--- config.mk ---
export PLATFORM = sky130hd
export DESIGN_NAME = lap_stopwatch
export DESIGN_NICKNAME = d
export VERILOG_FILES = /design/src/rtl/stopwatch_pkg.sv /design/src/rtl/sw_tick_gen.sv /design/src/rtl/lap_stopwatch.sv
export SDC_FILE = /design/constraint.sdc
export NUM_CORES = 1
export LEC_CHECK = 0
export ABC_AREA = 1
export CORE_MARGIN = 1.5
export CORE_UTILIZATION = 47
export CTS_CLUSTER_DIAMETER = 30
export CTS_CLUSTER_SIZE = 10
export DETAILED_ROUTE_END_ITERATION = 16
export DONT_BUFFER_PORTS = 1
export PLACE_DENSITY = 0.64
export SLEW_MARGIN = 20
export SYNTH_ARGS = -nofsm -noshare
export SYNTH_HDL_FRONTEND = slang
export SYNTH_SLANG_ARGS = --single-unit
--- constraint.sdc ---
create_clock -name clk -period 1.9 [get_ports clk]
set_input_delay 0.19 -clock clk [delete_from_list [all_inputs] [get_ports clk]]
set_output_delay 0.19 -clock clk [all_outputs]
set_load 0.03 [all_outputs]
--- src/rtl/stopwatch_pkg.sv ---
// stopwatch_pkg
//   Shared definitions for the lap stopwatch: FSM state encoding, the
//   seconds rollover value and a helper that clamps a preloaded seconds
//   value into the legal 0..59 range.
package stopwatch_pkg;

  typedef enum logic [1:0] {
    ST_IDLE    = 2'd0,
    ST_RUNNING = 2'd1,
    ST_PAUSED  = 2'd2,
    ST_EXPIRED = 2'd3
  } sw_state_t;

  localparam logic [5:0] SEC_MAX = 6'd59;

  // Preload values above 59 saturate instead of producing an illegal time.
  function automatic logic [5:0] clamp_sec(input logic [5:0] s);
    return (s > SEC_MAX) ? SEC_MAX : s;
  endfunction

endpackage

--- src/rtl/sw_tick_gen.sv ---
// sw_tick_gen
//   Prescaler that turns CLK_DIV clock cycles into one single-cycle tick.
//   Ports:
//     clk   - rising-edge clock
//     reset - asynchronous active-low reset
//     run   - count enable; tick only fires while run is high
//     clr   - synchronous clear of the prescaler (has priority over run)
//     tick  - high for the cycle in which the prescaler reaches CLK_DIV-1
//   With run and clr both low the prescaler holds its phase, so a paused
//   stopwatch resumes mid-second rather than restarting the second.
module sw_tick_gen #(
  parameter int CLK_DIV = 1
) (
  input  logic clk,
  input  logic reset,
  input  logic run,
  input  logic clr,
  output logic tick
);

  localparam int CW = (CLK_DIV > 1) ? $clog2(CLK_DIV) : 1;
  localparam logic [CW-1:0] LAST = CW'(CLK_DIV - 1);

  logic [CW-1:0] cnt_q, cnt_d;

  always_comb begin
    cnt_d = cnt_q;
    tick  = 1'b0;
    if (clr) begin
      cnt_d = '0;
    end else if (run) begin
      if (cnt_q == LAST) begin
        cnt_d = '0;
        tick  = 1'b1;
      end else begin
        cnt_d = cnt_q + 1'b1;
      end
    end
  end

  always_ff @(posedge clk or negedge reset) begin
    if (!reset) begin
      cnt_q <= '0;
    end else begin
      cnt_q <= cnt_d;
    end
  end

endmodule

--- src/rtl/lap_stopwatch.sv ---
// lap_stopwatch
//   Up/down minute:second stopwatch with a lap-capture FIFO.
//   Ports:
//     clk, reset            - rising-edge clock, async active-low reset
//     start, stop           - run control (stop wins when both are high)
//     lap, lap_pop          - capture current time / drop FIFO head
//     load                  - preload count from load_min/load_sec (IDLE/EXPIRED)
//     mode_down             - direction, latched on a start accepted in IDLE
//     minute, seconds       - current count
//     state, expired        - FSM state (IDLE/RUNNING/PAUSED/EXPIRED)
//     lap_valid/min/sec     - FIFO head, first-word-fall-through, zero when empty
//     lap_count             - FIFO occupancy
//     lap_overflow          - sticky: a lap was dropped because the FIFO was full
module lap_stopwatch
  import stopwatch_pkg::*;
#(
  parameter int CLK_DIV   = 1,
  parameter int MIN_W     = 8,
  parameter int LAP_DEPTH = 4
) (
  input  logic                             clk,
  input  logic                             reset,
  input  logic                             start,
  input  logic                             stop,
  input  logic                             lap,
  input  logic                             lap_pop,
  input  logic                             load,
  input  logic                             mode_down,
  input  logic [MIN_W-1:0]                 load_min,
  input  logic [5:0]                       load_sec,
  output logic [MIN_W-1:0]                 minute,
  output logic [5:0]                       seconds,
  output logic [1:0]                       state,
  output logic                             expired,
  output logic                             lap_valid,
  output logic [MIN_W-1:0]                 lap_min,
  output logic [5:0]                       lap_sec,
  output logic [$clog2(LAP_DEPTH+1)-1:0]   lap_count,
  output logic                             lap_overflow
);

  localparam int PW    = $clog2(LAP_DEPTH);
  localparam int CNT_W = $clog2(LAP_DEPTH + 1);

  sw_state_t        state_q, state_d;
  logic [MIN_W-1:0] min_q, min_d;
  logic [5:0]       sec_q, sec_d;
  logic             dir_q, dir_d;
  logic             expired_q, expired_d;
  logic             ovf_q, ovf_d;
  logic [PW:0]      wr_ptr_q, wr_ptr_d;
  logic [PW:0]      rd_ptr_q, rd_ptr_d;
  logic [MIN_W-1:0] mem_min_q [LAP_DEPTH];
  logic [MIN_W-1:0] mem_min_d [LAP_DEPTH];
  logic [5:0]       mem_sec_q [LAP_DEPTH];
  logic [5:0]       mem_sec_d [LAP_DEPTH];

  logic tick;
  logic run;
  logic clr;
  logic fifo_empty;
  logic fifo_full;
  logic push_req;
  logic do_pop;
  logic do_push;
  logic do_load;

  assign run = (state_q == ST_RUNNING);
  assign clr = (state_q == ST_IDLE) || (state_q == ST_EXPIRED);

  sw_tick_gen #(
    .CLK_DIV (CLK_DIV)
  ) u_tick_gen (
    .clk   (clk),
    .reset (reset),
    .run   (run),
    .clr   (clr),
    .tick  (tick)
  );

  // Extra pointer MSB distinguishes full from empty when the indices match.
  assign fifo_empty = (wr_ptr_q == rd_ptr_q);
  assign fifo_full  = (wr_ptr_q[PW] != rd_ptr_q[PW]) &&
                      (wr_ptr_q[PW-1:0] == rd_ptr_q[PW-1:0]);
  assign push_req   = lap && ((state_q == ST_RUNNING) || (state_q == ST_PAUSED));
  assign do_pop     = lap_pop && !fifo_empty;
  // A pop in the same cycle frees the slot, so a full FIFO still accepts the push.
  assign do_push    = push_req && (!fifo_full || do_pop);

  always_comb begin
    state_d   = state_q;
    min_d     = min_q;
    sec_d     = sec_q;
    dir_d     = dir_q;
    do_load   = 1'b0;
    ovf_d     = ovf_q;
    wr_ptr_d  = wr_ptr_q;
    rd_ptr_d  = rd_ptr_q;
    mem_min_d = mem_min_q;
    mem_sec_d = mem_sec_q;

    case (state_q)
      ST_IDLE: begin
        if (!stop) begin
          if (load) begin
            do_load = 1'b1;
          end else if (start) begin
            dir_d = mode_down;
            // A countdown from 0:00 has nothing to count.
            if (mode_down && (min_q == '0) && (sec_q == '0)) begin
              state_d = ST_EXPIRED;
            end else begin
              state_d = ST_RUNNING;
            end
          end
        end
      end

      ST_RUNNING: begin
        if (tick) begin
          if (dir_q) begin
            if (sec_q != '0) begin
              sec_d = sec_q - 1'b1;
            end else if (min_q != '0) begin
              sec_d = SEC_MAX;
              min_d = min_q - 1'b1;
            end
            if ((min_q == '0) && (sec_q <= 6'd1)) begin
              state_d = ST_EXPIRED;
            end
          end else begin
            if (sec_q == SEC_MAX) begin
              sec_d = '0;
              min_d = min_q + 1'b1;
            end else begin
              sec_d = sec_q + 1'b1;
            end
          end
        end
        // Reaching zero on the stop cycle still expires: the countdown is done.
        if (stop && (state_d != ST_EXPIRED)) begin
          state_d = ST_PAUSED;
        end
      end

      ST_PAUSED: begin
        if (!stop && start) begin
          state_d = ST_RUNNING;
        end
      end

      ST_EXPIRED: begin
        if (load) begin
          do_load = 1'b1;
        end
      end

      default: state_d = ST_IDLE;
    endcase

    if (do_pop) begin
      rd_ptr_d = rd_ptr_q + 1'b1;
    end
    if (do_push) begin
      mem_min_d[wr_ptr_q[PW-1:0]] = min_q;
      mem_sec_d[wr_ptr_q[PW-1:0]] = sec_q;
      wr_ptr_d = wr_ptr_q + 1'b1;
    end else if (push_req) begin
      ovf_d = 1'b1;
    end

    if (do_load) begin
      state_d  = ST_IDLE;
      min_d    = load_min;
      sec_d    = clamp_sec(load_sec);
      wr_ptr_d = '0;
      rd_ptr_d = '0;
      ovf_d    = 1'b0;
    end

    expired_d = (state_d == ST_EXPIRED);
  end

  always_ff @(posedge clk or negedge reset) begin
    if (!reset) begin
      state_q   <= ST_IDLE;
      min_q     <= '0;
      sec_q     <= '0;
      dir_q     <= 1'b0;
      expired_q <= 1'b0;
      ovf_q     <= 1'b0;
      wr_ptr_q  <= '0;
      rd_ptr_q  <= '0;
      for (int i = 0; i < LAP_DEPTH; i++) begin
        mem_min_q[i] <= '0;
        mem_sec_q[i] <= '0;
      end
    end else begin
      state_q   <= state_d;
      min_q     <= min_d;
      sec_q     <= sec_d;
      dir_q     <= dir_d;
      expired_q <= expired_d;
      ovf_q     <= ovf_d;
      wr_ptr_q  <= wr_ptr_d;
      rd_ptr_q  <= rd_ptr_d;
      mem_min_q <= mem_min_d;
      mem_sec_q <= mem_sec_d;
    end
  end

  assign minute       = min_q;
  assign seconds      = sec_q;
  assign state        = state_q;
  assign expired      = expired_q;
  assign lap_valid    = !fifo_empty;
  assign lap_min      = fifo_empty ? '0 : mem_min_q[rd_ptr_q[PW-1:0]];
  assign lap_sec      = fifo_empty ? '0 : mem_sec_q[rd_ptr_q[PW-1:0]];
  assign lap_count    = CNT_W'(wr_ptr_q - rd_ptr_q);
  assign lap_overflow = ovf_q;

endmodule

Yosys cells after proc, flatten, opt, wreduce, memory -nomap -nowiden
Cells that the tools add are included.
Storage, ports and cells
  input bits: 22
  output and inout port bits: 36
  flip-flop bits (word level): 82
Operators by class
  equal/unequal tests: 13
  bitwise gates (word level): 4
  add/sub/neg operators: 8
  mux-type cells: 57
  order comparisons: 5
  reductions and logical operators: 32
Operators by type and width (number)
  $mux 8: 11
  $mux 6: 12
  $bwmux 32: 1
  $bwmux 24: 1
  $mux 2: 11
  $bmux 8 s2: 1
  $demux 8 s2: 1
  $bmux 6 s2: 1
  $demux 6 s2: 1
  $mux 3: 4
  $reduce_bool 2->1: 6
  $mux 1: 11
  $logic_and 1x1->1: 10
  $add 8x1->8 const B: 1
  $logic_not 8->1: 1
  $reduce_bool 8->1: 1
  $sub 8x1->8 const B: 1
  $add 3x1->3 const B: 2
  $add 6x1->6 const B: 1
  $eq 2x2->1 const B: 3
  $eq 6x6->1 const B: 1
  $ge 3x3->1 const B: 2
  $gt 6x6->1 const B: 1
  $le 6x1->1 const B: 1
  27 further kinds: 33

Logic depth before layout (Yosys ltp)
Gate-level depths: netlist of the first run.
  depth in word-level cells: 12
  depth in mapped cells: 13

Hierarchy
A second synthesis of the first run with hierarchy kept.
Second synthesis, totals
  cell total of the unflattened synthesis: 635
  area total of the unflattened synthesis: 4941.0 µm²
By module, submodules not included
  lap_stopwatch: area an instance 4931.0 µm², cells each 633, times used 1
  sw_tick_gen: area an instance 10.0 µm², cells each 2, times used 1

Worst setup path after synthesis of the first run
OpenSTA, ideal clock, no wires.
  kind: reg-to-output
  start: register rd_ptr_q[1]
  end: output lap_min[2]
  path buffers: 2
  slack: -0.296 ns
  cell stages (with the launch flop): 8
  data required time: 1.710 ns
  data arrival time: 2.006 ns
  cells stage by stage: dfrtp_1 -> inv_1 -> buf_1 -> ha_1 -> nand2_1 -> nor2_2 -> clkbuf_1 -> a21oi_1
On the way
  cells in the longest elaborated chain, start to end: 5
Ends and longest elaborated chain
  start, declared: RTL line lap_stopwatch.sv:52  | logic [PW:0] rd_ptr_q, rd_ptr_d;
  start signal, assigned: RTL line lap_stopwatch.sv:206  | rd_ptr_q <= rd_ptr_d;
  $not 2->3 (implied by the code): RTL line lap_stopwatch.sv:217  | assign lap_min = fifo_empty ? '0 : mem_min_q[rd_ptr_q[PW-1:0]];
  $bmux 8 s2: RTL line lap_stopwatch.sv:217
  $mux 8 (implied by the code) (2 in series): RTL line lap_stopwatch.sv:217
  $mux 8 *: RTL line lap_stopwatch.sv:217
  end, declared: RTL line lap_stopwatch.sv:36  | output logic [MIN_W-1:0] lap_min,
Mark *: on every way between the ends. The rest lies on a longest branch, timed or not. The select of a mux whose other input is x is not followed.

Worst setup path after layout of the first run
  start: register rd_ptr_q[0]
  end: output lap_sec[0]
On the way
  cells in the longest elaborated chain, start to end: 5
Ends and longest elaborated chain
  $not 2->3 (implied by the code): RTL line lap_stopwatch.sv:218  | assign lap_sec = fifo_empty ? '0 : mem_sec_q[rd_ptr_q[PW-1:0]];
  $bmux 6 s2: RTL line lap_stopwatch.sv:218
  $mux 6 (implied by the code) (2 in series): RTL line lap_stopwatch.sv:218
  $mux 6 *: RTL line lap_stopwatch.sv:218
  end, declared: RTL line lap_stopwatch.sv:37  | output logic [5:0] lap_sec,
Marks and branches as above.

==> results_dict.tcl, run 1 <==
set metrics [dict create \
    dp_slack_ns -0.0354 \
    r2r_setup_slack_ns 0.07 \
    netlist_top_cells_count "nand2_1 (154), dfrtp_1 (81), inv_1 (66), o21ai_0 (57), a21oi_1 (49)" \
    min_path_type "in -> async" \
    htreeDepth 3 \
    slew_viol_final 0 \
    violations "negative hold slack, negative setup slack" \
    syn_nets 671 \
    async_flop_share 1.00 \
    viasPerCell 5.22 \
    die_area_um2 11000 \
    worstSetupPathType "reg -> out" \
    fin_nets 732 \
    worst_ep_required_time_ns 1.71 \
    overflow 0 \
    yosys-top-cells-area "dfrtp_1 (41%), nand2_1 (12%), o21ai_0 (5.8%), ha_1 (5.6%), inv_1 (5.1%)" \
    path_clk_slew_ns 0.09 \
    dp.cells 791 \
    fp.coreArea_um2 10200 \
    worstReg2RegEnd "minute[2]" \
    seq_area_frac_synth 0.415 \
    crit_fanout 7 \
    fmax_mhz 522 \
    n_antenna_cell 0 \
    slew-limit-headroom 0.723 \
    grt_antenna_before_repair 0 \
    timing.final.crit_share 1.01 \
    clkSinkCount 81 \
    initial_utilization 0.480 \
    r2r_cells 10 \
    die_w_um 105 \
    syn_area_per_cell_um2 7.82 \
    area_delta_synth_final_pct 24.0 \
    portBuffers 0 \
    use_met2 0.393 \
    ff_latch_area_um2 2030 \
    fin_cells 827 \
    routedWlPerCell_um 15.4 \
    yosys_warnings 0 \
    drive_gt1_frac 0.253 \
    worstSetupEndpointType "output pin" \
    hold_viol_final 81 \
    grt_usage 0.240 \
    boundaryPins 58 \
    worst_slack_ns -0.0141 \
    cts_hold_buf 1 \
    syn_area_um2 4890 \
    synth_edf_count 0 \
    cts_tree "yes" \
    start_kind "flop" \
    final_util 0.595 \
    synth_top_area_share 0.415 \
    yosysTopAreaCell "dfrtp_1" \
    grt.met1_usage 0.317 \
    clk_latency_ns 0.35 \
    grt_pass1_vias 4160 \
    cp.arrival_ns 1.72 \
    cts-buffers-inserted 9 \
    synth-seq-cells 81 \
    synthFlopType "dfrtp_1" \
    ant_nets 0 \
    clock-root-buffer "clkbuf_8" \
    synth_most_common_cell "nand2_1" \
    first_iter_violations 213 \
    syn_inst 625 \
    setup_violations 6 \
    gr-usage-met3 0.0530 \
    rsz0062_at_grt "true" \
    dr.pass1.iters 5 \
    synthDistinctLibCells 38 \
    grt_max_degree 82 \
    cap_violations 0 \
    drt-total-wl_um 12700 \
    clock-skew-final_ns 0.00979 \
    dp_hpwl_um 8540 \
    status "finished with violations" \
    min_period_ns 1.91 \
    die_h_um 105 \
    busiest_layer "met2" \
    hold_slack_ns -0.472 \
    grt_pass1_wl_um 21000 \
    worst_slew_pin_slew_ns 0.415 \
    clock_path_buffers 2 \
    reg2reg_from "state[0]" \
    multiInputGateArea_um2 2650 \
    nFillCells 918 \
    vias 4317 \
    route.detailed.drc 0 \
    gp_congestion 0.859 \
    num_rows 37 \
]
[area by class of cell]
cell class                 count  area share
sequential                    81       0.335
inverter                      74      0.0493
multi-input combinational    446       0.436
clock inverter                 5     0.00516
timing repair buffer          74       0.122
clock buffer                  11      0.0233
tap                          136      0.0281
[worst max path at each step]
stage / to / slack, ns / from / cells past startpoint
6_report: lap_sec[0] / -0.01 / rd_ptr_q[0] / 6
5_1_grt: lap_sec[0] / -0.09 / rd_ptr_q[0] / 6
4_1_cts: lap_min[6] / -0.06 / rd_ptr_q[0] / 7
3_5_place_dp: seconds[3] / -0.04 / state[0] / 12
3_3_place_gp: seconds[3] / 0.07 / state[0] / 11
2_1_floorplan: mem_sec_q[19] / 0.01 / rd_ptr_q[1] / 11
[sequential cells by signal, indices dropped and copies added (netlist names)]
| signal | flops |
|---|---|
| state | 2 |
| lap_overflow | 1 |
| rd_ptr_q | 3 |
| wr_ptr_q | 3 |
| minute | 8 |
| mem_min_q | 32 |
| seconds | 6 |
| dir_q | 1 |
| expired | 1 |
| mem_sec_q | 24 |
[layer usage]
layer / up-vias / wire length (um)
met1: 2037 / 5550
met2: 112 / 6290
met4: 0 / 183
met3: 22 / 710
li1: 2146 / -
met5: - / 0
[logic make-up (layout without fill, tap and decap cells)]
family                     Yosys count  count (layout)  synth area share
AOI/OAI and AO/OA                  168             168             0.191
xor gates and xnor gates             9               9            0.0161
adders and majority gates           24              24            0.0645
buffers and inverters               99             164            0.0924
DFF                                 81              81             0.415
and+or+nand+nor                    244             245             0.221
[worst max-delay path, stage by stage (launching register included)]
cell and delay [ns]:
dfrtp_2 0.46, ha_4 0.30, nand2_4 0.06, nor2_4 0.19, buf_8 0.18, a21oi_2 0.06
buf_6 0.14
[timing repair]
item,4_1_cts,5_1_grt
gates resized for setup,43,62
cloned,2,2
pin swaps,13,12
endpoints found under the hold margin,82,81
setup buffers,10,7
endpoints found under the setup margin,27,54
[cells in the final DEF, fill, tap and decap left out, drive strengths merged, types with 2 or more instances in the layout]
cell type,instances
nor2,41
o21a,17
or2,4
o21ai,94
nand3,29
nand4,2
xor2,8
dfrtp,81
a21oi,50
buf,72
fa,2
o211ai,2
inv,72
a21o,2
ha,22
clkinv,6
clkbuf,12
nand2,168
[stage by stage]
stage / setup TNS [ns] / cell area (um^2)
finish: -0.0305 / 6060
global route: -1.09 / 6060
CTS: -0.648 / 5870
detailed placement: -0.124 / 5410
global placement: 0 / 5410
floorplan: 0 / 4930
Power of run 1 is left out: the tool's default activity adds up to more than one toggle a clock period on the data nets, which glitch-free logic cannot reach.
==> run 2, diff against run 1 <==
Settings changed: SETUP_SLACK_MARGIN from default to 0.2.
==> results_dict.tcl, run 2 (synthesis gave the netlist of run 1 again) <==
set metrics [dict create \
    fmax_mhz 505 \
    r2r_cells 11 \
    num_rows 37 \
    clock-root-buffer "clkbuf_8" \
    dp_slack_ns 0.104 \
    rsz0062_at_grt "true" \
    cap_violations 0 \
    r2r_setup_slack_ns -0.07 \
    min_period_ns 1.98 \
    worstSetupEndpointType "output pin" \
    worst_slack_ns -0.0794 \
    reg2reg_from "rd_ptr_q[0]" \
    clock_path_buffers 2 \
    n_antenna_cell 0 \
    min_path_type "in -> async" \
    grt_pass1_vias 4453 \
    routedWlPerCell_um 17.6 \
    final_util 0.680 \
    fp.coreArea_um2 10200 \
    vias 4758 \
    final_common_cell "nand2_1" \
    grt_antenna_before_repair 0 \
    htreeDepth 3 \
    die_area_um2 11000 \
    die_w_um 105 \
    cts_tree "yes" \
    worstReg2RegEnd "mem_min_q[8]" \
    area_delta_synth_final_pct 41.6 \
    clock-skew-final_ns 0.0116 \
    dp_hpwl_um 8630 \
    drt-total-wl_um 15100 \
    initial_utilization 0.480 \
    start_kind "flop" \
    mostFrequentLayoutCells "nand2_1 (99), dfrtp_1 (70), inv_1 (54), nand2_2 (54), buf_4 (51)" \
    portBuffers 0 \
    setup_violations 44 \
    violations "negative hold slack, negative setup slack" \
    hold_slack_ns -0.482 \
    ant_nets 0 \
    regMostFlops "mem_min_q" \
    first_iter_violations 260 \
    boundaryPins 58 \
    largest_reg_flops 32 \
    path_clk_slew_ns 0.08 \
    viasPerCell 5.56 \
    timing.final.crit_share 1.04 \
    grt_max_degree 82 \
    drive_gt1_frac 0.413 \
    slew-limit-headroom 0.710 \
    route.detailed.drc 0 \
    clkSinkCount 81 \
    fin_nets 760 \
    grt_usage 0.256 \
    dr.pass1.iters 5 \
    worst_ep_required_time_ns 1.71 \
    finalInstanceArea_um2 6920 \
    hold_viol_final 81 \
    cts-buffers-inserted 9 \
    crit_fanout 7 \
    placed_area_um2 5410 \
    cp.arrival_ns 1.79 \
    overflow 0 \
    slew_viol_final 0 \
    cts_hold_buf 1 \
    worstSetupPathType "reg -> out" \
    die_h_um 105 \
    worst_slew_pin_slew_ns 0.435 \
    clk_latency_ns 0.36 \
    gp_congestion 0.953 \
    status "finished with violations" \
    grt_pass1_wl_um 22200 \
]
==> run 2: cell count changes in the layout (fill, tap and decap cells not counted), sizes merged <==
cell / delta
bufinv: +1
buf: +21
clkbuf: +8
inv: +2
clkinv: -4
==> run 2: area by class of cell <==
cell class                      count  area (um^2)
Clock buffer                       13          139
Inverter                           74          317
Timing Repair inverter              1         6.26
Clock inverter                      3         42.5
Sequential cell                    81         2040
Timing Repair Buffer              101         1170
Fill cell                         772         3260
Tap cell                          136          170
Multi-Input combinational cell    446         3040
==> run 2: layer usage <==
layer  global-route usage  wire, um
met2                0.410      7510
met4                0.112       424
met1                0.342      6300
met3               0.0393       851
met5                    0         0
==> run 2: what timing repair did <==
| action | CTS | global route |
|---|---|---|
| pin swaps | 21 | 36 |
| setup buffers | 25 | 20 |
| gates cloned | 4 | 7 |
| resized for setup | 117 | 121 |
| endpoints found under the hold margin | 82 | 81 |
| endpoints found under the setup margin | 40 | 94 |
==> run 2: worst max-delay path by stage <==
stage / start / to / slack, ns / depth (start not counted)
after CTS: rd_ptr_q[0] / lap_sec[2] / -0.04 / 7
after detailed placement: state[1] / minute[5] / 0.10 / 8
after global placement: wr_ptr_q[0] / mem_sec_q[21] / 0.17 / 10
after global routing: rd_ptr_q[0] / lap_sec[0] / -0.13 / 7
final: rd_ptr_q[0] / lap_sec[0] / -0.08 / 7
after floorplan: rd_ptr_q[1] / mem_sec_q[3] / 0.16 / 11
==> run 2: through the flow <==
stage / std cells / TNS (ns)
finish: 855 / -2.40
global route: 855 / -5.15
CTS: 828 / -0.342
global placement: 782 / 0
detailed placement: 782 / 0
floorplan: 625 / 0
==> run 2: worst max-delay path: stages (launching register included) <==
cell	delay [ns]
dfrtp_2	0.46
ha_4	0.30
nand2_4	0.06
nor2_4	0.13
buf_6	0.13
buf_12	0.14
a21oi_4	0.05
buf_6	0.15
Power of run 2 is left out for the same reason.
==> run 3, diff against run 2 <==
Settings changed: CORE_MARGIN 1.5 to default.
==> results_dict.tcl, run 3 (synthesis gave the netlist of run 1 again) <==
set metrics [dict create \
    met2RoutedLength_um 7160 \
    placed_area_um2 5380 \
    cp.arrival_ns 1.75 \
    slew_viol_final 0 \
    start_kind "flop" \
    crit_family "buffers and inverters" \
    overflow 0 \
    dp.cells 779 \
    regMostFlops "mem_min_q" \
    worst_slack_ns -0.0403 \
    grt_pass1_vias 4555 \
    min_path_type "in -> async" \
    worstSetupPathType "reg -> out" \
    cts-buffers-inserted 9 \
    finalInstanceArea_um2 6820 \
    mostFrequentLayoutCells "nand2_1 (106), dfrtp_1 (72), inv_1 (53)" \
    viasPerCell 5.48 \
    grt_antenna_before_repair 0 \
    nFillCells 757 \
    clkSinkCount 81 \
    n_antenna_cell 0 \
    num_rows 36 \
    clk_latency_ns 0.36 \
    dr.pass1.iters 5 \
    routedWlPerCell_um 16.9 \
    crit_fanout 7 \
    slew-limit-headroom 0.688 \
    cp_num_buf_inv 4 \
    vias 4665 \
    grt_pass1_wl_um 22400 \
    status "finished with violations" \
    drive_gt1_frac 0.398 \
    dp_slack_ns 0.0766 \
    die_h_um 104 \
    grt_max_degree 82 \
    final_common_cell "nand2_1" \
    met1_length_um 5920 \
    die_w_um 104 \
    fmax_mhz 515 \
    violations "negative hold slack, negative setup slack" \
    worst_slew_pin_slew_ns 0.468 \
    worst_ep_required_time_ns 1.71 \
    cts_tree "yes" \
    htreeDepth 3 \
    topRoutingLayerUsed "met4" \
    fin_nets 761 \
    fin_cells 852 \
    route.detailed.drc 0 \
    first_iter_violations 233 \
    rsz0062_at_grt "true" \
    ant_nets 0 \
    largest_reg_flops 32 \
    clock-skew-final_ns 0.0168 \
    critPathMaxStageDelay_ns 0.41 \
    cts_hold_buf 1 \
    hold_slack_ns -0.487 \
    clock-root-buffer "clkbuf_8" \
    cap_violations 0 \
    grt_usage 0.260 \
    hold_viol_final 81 \
    worstSetupEndpointType "output pin" \
    min_period_ns 1.94 \
    area_delta_synth_final_pct 39.5 \
    die_area_um2 10800 \
    portBuffers 0 \
    critPathLaunch "wr_ptr_q[0]" \
    reg2reg_from "wr_ptr_q[0]" \
    path_clk_slew_ns 0.09 \
    critPathSlowestCell "dfrtp_1" \
    gp_congestion 0.834 \
    crit_chain "inv_2 > ha_4 > nand2_4 > nor2_4 > buf_12 > buf_16 > a21oi_4 > buf_6" \
    initial_utilization 0.493 \
    drt-total-wl_um 14400 \
    clock_path_buffers 2 \
    wl_met3_um 915 \
    timing.final.crit_share 1.02 \
    dp_hpwl_um 8580 \
    boundaryPins 58 \
    setup_violations 15 \
    fp.coreArea_um2 9910 \
]
## run 3: changes by cell type in the layout (fill, tap and decap cells not counted), sizes merged
cell | before | now
clkinvlp | 1 | 3
clkbuf | 20 | 14
clkinv | 2 | 4
nand2 | 168 | 169
inv | 74 | 73
bufinv | 1 | 2
buf | 93 | 94
## run 3: what timing repair did
item                       in CTS  in global routing
hold endpoints to repair       82                 81
setup buffers                  19                 24
setup endpoints to repair      51                 95
gates cloned                    8                  6
pin swaps                      11                 27
resized for setup             117                 99
## run 3: cell type report
cell class	count	area [um^2]	area share
multi-input combinational	447	2950	0.432
timing repair inverter	2	16.3	0.00238
sequential	81	2040	0.299
timing repair buffer	100	1120	0.164
clock buffer	9	124	0.0182
tap	133	166	0.0244
inverter	74	323	0.0473
clock inverter	6	90.1	0.0132
## run 3: stage by stage
step	TNS (ns)	util	hold WS (ns)
after global routing	-2.30	0.688	-0.507
final	-0.392	0.688	-0.487
after floorplan	0	-	-0.106
after detailed placement	0	0.543	-0.103
after CTS	-0.355	0.629	-0.497
after global placement	0	0.543	-0.103
## run 3: worst paths after layout
kind / end / slack [ns] / cells past startpoint
hold reg to reg: mem_min_q[6] / 0.49 / 2
max in group asynchronous: state[0] / 2.25 / 0
hold / removal: mem_min_q[23] / -0.49 / 0
setup / recovery: lap_sec[2] / -0.04 / 8
setup reg to reg: mem_sec_q[11] / 0 / 12
min in group clk: minute[5] / 0.06 / 3
## run 3: worst register-to-register path: cells and delay by family (launching register included)
kind | cells | cell delay [ns]
AND/OR/NAND/NOR | 6 | 0.57
adder cells (fa/ha/maj) | 1 | 0.22
AO/OA/AOI/OAI | 1 | 0.07
flip-flops | 1 | 0.41
buffers and inverters | 4 | 0.58
## run 3: routing by layer
metal | GRT usage | up-vias
li1 | - | 2215
met1 | 0.327 | 2241
met2 | 0.449 | 166
met3 | 0.0439 | 43
met4 | 0.0918 | 0
met5 | 0 | -
Power of run 3 is left out for the same reason.
